## config.mk

```make
export PLATFORM = sky130hd
export DESIGN_NAME = uart_tx
export DESIGN_NICKNAME = d
export VERILOG_FILES = /design/src/rtl/uart_tx.sv
export SDC_FILE = /design/constraint.sdc
export NUM_CORES = 1
export LEC_CHECK = 0
export BUFFER_PORTS_ARGS = -buffer_cell sky130_fd_sc_hd__buf_2
export CAP_MARGIN = 0
export CORE_MARGIN = 4
export CORE_UTILIZATION = 40
export DETAILED_ROUTE_END_ITERATION = 8
export GPL_TIMING_DRIVEN = 0
export SETUP_SLACK_MARGIN = 0.15
export SLEW_MARGIN = 0
export SYNTH_ARGS = -nofsm -noshare
export SYNTH_HDL_FRONTEND = slang
export SYNTH_SLANG_ARGS = --single-unit
export TNS_END_PERCENT = 20
```

## constraint.sdc

```tcl
create_clock -name clk_i -period 5.53 [get_ports clk_i]
set_clock_uncertainty 0.2 [all_clocks]
set_input_delay 0.2765 -clock clk_i [delete_from_list [all_inputs] [get_ports clk_i]]
set_output_delay 0.2765 -clock clk_i [all_outputs]
set_load 0.03 [all_outputs]
```

## src/rtl/uart_tx.sv

```systemverilog
// uart_tx -- standalone UART transmitter.
//
// Sends one byte per handshake as an LSB-first frame: start bit (0),
// eight data bits, an optional parity bit, then one or two stop bits (1).
//
// Parameters:
//   FREQ       input clock frequency in Hz
//   BAUDRATE   line rate in bits per second; bit period DIV = FREQ / BAUDRATE
//   PARITY     0 = none, 1 = odd, 2 = even
//   STOP_BITS  1 or 2
//
// Ports:
//   clk_i    system clock, rising edge
//   rst_n_i  asynchronous active-low reset
//   nd_i     new data; data_i is valid while high
//   data_i   byte to transmit
//   rfd_o    ready for data; a byte is accepted on a rising edge with nd_i & rfd_o
//   busy_o   high while a frame is on the line (always the inverse of rfd_o)
//   txd_o    registered serial output, idle high
//
// Handshake: a byte is accepted on every rising clk_i edge where nd_i and
// rfd_o are both high. data_i is sampled only on that edge; nd_i while rfd_o
// is low is ignored. After the accept edge the frame starts immediately:
// txd_o, rfd_o and busy_o all change in the cycle following the accept edge.
module uart_tx #(
  parameter int FREQ      = 50000000,
  parameter int BAUDRATE  = 115200,
  parameter int PARITY    = 0,
  parameter int STOP_BITS = 1
) (
  input  logic       clk_i,
  input  logic       rst_n_i,
  input  logic       nd_i,
  input  logic [7:0] data_i,
  output logic       rfd_o,
  output logic       busy_o,
  output logic       txd_o
);

  localparam int DIV = FREQ / BAUDRATE;
  localparam int CW  = (DIV >= 2) ? $clog2(DIV) : 1;
  localparam logic [CW-1:0] CNT_LAST = CW'(DIV - 1);

  generate
    if (DIV < 2) begin : g_bad_div
      $error("uart_tx: FREQ / BAUDRATE must be at least 2");
    end
    if (PARITY < 0 || PARITY > 2) begin : g_bad_parity
      $error("uart_tx: PARITY must be 0, 1 or 2");
    end
    if (STOP_BITS != 1 && STOP_BITS != 2) begin : g_bad_stop
      $error("uart_tx: STOP_BITS must be 1 or 2");
    end
  endgenerate

  typedef enum logic [2:0] {
    S_IDLE   = 3'd0,
    S_START  = 3'd1,
    S_DATA   = 3'd2,
    S_PARITY = 3'd3,
    S_STOP   = 3'd4
  } state_t;

  state_t        state, state_n;
  logic [CW-1:0] cnt, cnt_n;
  logic [2:0]    idx, idx_n;
  logic [7:0]    sh, sh_n;
  logic          par_bit, par_n;
  logic          stop_idx, stop_n;
  logic          txd_n;
  logic          bit_done;

  // State is the sole source of the handshake outputs, so they are always
  // complementary and have no path from the inputs.
  assign rfd_o  = (state == S_IDLE);
  assign busy_o = (state != S_IDLE);

  always_ff @(posedge clk_i or negedge rst_n_i) begin
    if (!rst_n_i) begin
      state    <= S_IDLE;
      cnt      <= '0;
      idx      <= '0;
      sh       <= '0;
      par_bit  <= 1'b0;
      stop_idx <= 1'b0;
      txd_o    <= 1'b1;
    end else begin
      state    <= state_n;
      cnt      <= cnt_n;
      idx      <= idx_n;
      sh       <= sh_n;
      par_bit  <= par_n;
      stop_idx <= stop_n;
      txd_o    <= txd_n;
    end
  end

  always_comb begin
    state_n  = state;
    cnt_n    = cnt;
    idx_n    = idx;
    sh_n     = sh;
    par_n    = par_bit;
    stop_n   = stop_idx;
    txd_n    = 1'b1;
    bit_done = (cnt == CNT_LAST);

    // The bit-period counter only runs inside a frame, so every frame is
    // phase-aligned to its accept edge.
    if (state == S_IDLE) begin
      cnt_n = '0;
    end else begin
      cnt_n = bit_done ? '0 : cnt + CW'(1);
    end

    case (state)
      S_IDLE: begin
        if (nd_i) begin
          sh_n    = data_i;
          par_n   = (PARITY == 1) ? ~^data_i : ^data_i;
          idx_n   = '0;
          stop_n  = 1'b0;
          state_n = S_START;
        end
      end
      S_START: begin
        if (bit_done) state_n = S_DATA;
      end
      S_DATA: begin
        if (bit_done) begin
          sh_n  = {1'b0, sh[7:1]};
          idx_n = idx + 3'd1;
          if (idx == 3'd7) state_n = (PARITY != 0) ? S_PARITY : S_STOP;
        end
      end
      S_PARITY: begin
        if (bit_done) state_n = S_STOP;
      end
      S_STOP: begin
        if (bit_done) begin
          if ((STOP_BITS == 1) || (stop_idx == 1'b1)) state_n = S_IDLE;
          else stop_n = 1'b1;
        end
      end
      default: state_n = S_IDLE;
    endcase

    // txd_o is registered from the next-state view so the line level lines up
    // with the state it belongs to, with no extra cycle of delay.
    case (state_n)
      S_START:  txd_n = 1'b0;
      S_DATA:   txd_n = sh_n[0];
      S_PARITY: txd_n = par_n;
      default:  txd_n = 1'b1;
    endcase
  end

endmodule
```

==> results.ini <==
[cells_and_area]
fin_nets = 163
antenna_cells = 0
multi_input_area_um2 = 589
fillers = 287
final-seq-area_um2 = 627
area_delta_synth_final_pct = 13.2
drive_gt1_share_pct = 17.0
final_cells = 191

[place]
place_hpwl_um = 1680
portBuffers = 13
routabilityCongestion = 0.819
dp_cells = 185

[synth]
ys_types = 31
synth.area.top_cells = dfrtp_1 48%, nand2_1 7.8%, xnor2_1 7.0%
synthCells = 128
synth_nets = 143
synth_most_common_cell = nand2_1
synth-edff-count = 0
synth_area_per_cell_um2 = 9.81
ys_seq_elements = 25
yosys.area.top_type = dfrtp_1
synth_top_area_share_pct = 47.8
synthTopCellsByCount = 26 x nand2_1, 24 x dfrtp_1, 14 x nor2_1
ys_seq_area_share_pct = 49.9
dominantRegCellSynth = dfrtp_1
syn_area_um2 = 1260
async_flop_share_pct = 100
yosysWarnings = 0

[critical_path]
critPathSlowestCell = nor4b_4
slowest_delay_ns = 0.58
critical_path_class = reg -> reg
crit_path_max_fanout = 10
end_kind = flop
crit_arrival_ns = 2.05
critPathLaunchType = flop
crit_required_ns = 5.54
cp_top_family = simple AND/OR/NAND/NOR gates
cp_num_buf_inv = 1
crit_chain = buf_6 -> nor4b_4 -> nor2_1 -> mux2_2

[hold_path]
hold_path_class = in -> reg

[clock_tree]
hold_buffers = 2
clk_pin_slew_ns = 0.13
ctsHtreeMaxLevel = 1
postCtsSetupBuffers = 0
numClockSinks = 25
cts.repair.resized = 0
clk_latency_ns = 0.31
cts_buffer_depth = 2
numCtsBuffers = 3
cts_tree = built
cts_root_buf = clkbuf_4

[power]
peakVddDrop_mv = 0.138
internal_power_uw = 225
p_sw_uw = 66.0
power_frac_comb_pct = 7.8
pwr-share-clk_pct = 27.8
sw_frac_of_total_pct = 22.7
sequentialPowerShare_pct = 64.5
total_power_uw = 292
leakage_uw = 0.000664
p_per_area_nw_per_um2 = 205

[run]
cap_violations = 0

[floorplan]
ioPinCount = 14
dieArea_um2 = 4100
core_area_um2 = 3030
die_h_um = 64.0
rows = 20
die_width_um = 64.0
initial_utilization_pct = 41.5

[outcome]
outcome = finished, final reports clean

[timing]
fmax_mhz = 492
setup_viol_count_final = 0
rsz0062_at_grt = no
hold_ws_ns = 0.0107
fin_crit_sh_pct = 36.8
tightest_slew_ns = 0.597
maxSlewViolCount = 0
hold_viol_final = 0
period_needed_ns = 2.03
relSlewSlack_pct = 60.0
fin_tns_setup_ns = 0

[grt]
antenna_found_initial = 0
grt_pass1_wl_um = 4060
grtUsageTotal_pct = 12.3
grt_max_degree = 26
grt_pass1_vias = 977
grt_overflow = 0

[drt]
vias = 950
detail_route.wl_per_cell_um = 11.7
routed_via_density = 4.97
route.detailed.drc = 0
firstDrtPassIters = 4
routed_wl_um = 2240
ant_nets = 0
initialDrtViolationCount = 42

-- final cells by class --
class                   count  share of cell area (%)
flip-flops and latches     25                    44.1
multi-input cells          95                    41.4
repair buffers             15                    5.98
well taps                  44                    3.87
clock buffers               4                    1.85
plain buffers               4                    1.76
inverters                   4                    1.06
-- cells by family (layout without fill, tap and decap cells) --
family	count (synthesis)	count (layout)	share of synthesized area, %
buffers and inverters	8	27	3.19
adders and majority gates	4	4	3.98
muxes	1	1	0.896
and+or+nand+nor	57	57	22.6
DFF	25	25	49.9
AOI/OAI and AO/OA	20	20	10.4
xor gates and xnor gates	13	13	9.06
-- metal layers --
metal / part of all wire, % / vias up / global-route usage (%) / wire length [µm]
met1: 49 / 451 / 15.3 / 1110
met4: 2.5 / 0 / 5.66 / 55
met5: 0 / - / 0 / 0
met3: 4.5 / 6 / 1.76 / 101
met2: 44 / 25 / 21.0 / 975
li1: - / 468 / - / -
-- per-stage QoR --
step / worst slack (ns) / instance area (µm²) / util (%)
2_1_floorplan: 3.56 / 1260 / -
3_3_place_gp: 3.56 / 1380 / 45.5
3_5_place_dp: 3.50 / 1380 / 45.5
4_1_cts: 3.48 / 1420 / 47.0
5_1_grt: 3.35 / 1420 / 47.0
6_report: 3.50 / 1420 / 47.0
-- worst min-delay path, cell delays in order --
cell and delay [ns]:
buf_2 0.10, a22oi_1 0.07, nand2_1 0.05
-- final timing paths --
kind / startpoint / to / slack (ns) / cells after the start
setup / recovery: state[2] / idx[0] / 3.50 / 4
hold / removal: data_i[5] / sh[5] / 0.01 / 3
setup reg to reg: state[2] / idx[0] / 3.50 / 4
hold reg to reg: sh[2] / sh[2] / 0.29 / 2
max in group asynchronous: rst_n_i / txd_o / 4.49 / 2
min in group asynchronous: rst_n_i / cnt[8] / 0.26 / 2
-- state kept, by name (all words and copies together), names as in the netlist --
signal / count
txd_o: 1
par_bit: 1
state: 3
idx: 3
sh: 8
cnt: 9
-- power groups by stage --
stage,logic [µW],clock network (µW),registers (µW)
after global routing,26.0,92.1,188
final,22.7,80.9,188
after CTS,23.3,84.5,188
after floorplan,11.8,0,191
after global placement,21.8,0,191
after detailed placement,22.2,0,191
-- layout by cell type, fill, tap and decap left out, drive strengths merged --
| cell type | instances |
|---|---|
| nand2 | 26 |
| dfrtp | 24 |
| buf | 16 |
| nor2 | 14 |
| xnor2 | 10 |
| o21ai | 8 |
| a22oi | 6 |
| clkbuf | 5 |
| inv | 4 |
| nand3 | 4 |
| ha | 4 |
| xor2 | 3 |
| or3 | 2 |
| a31oi | 2 |
| and3 | 2 |
| dlygate4sd3 | 2 |
| or2 | 2 |
| and4bb | 1 |
| and4b | 1 |
| and2 | 1 |
| nand2b | 1 |
| nor4b | 1 |
| nor3b | 1 |
| a311oi | 1 |
| a221o | 1 |
| nor3 | 1 |
| o2bb2ai | 1 |
| a21oi | 1 |
| mux2 | 1 |
| dfstp | 1 |
Note: power is estimated with default switching activity, not from simulation.
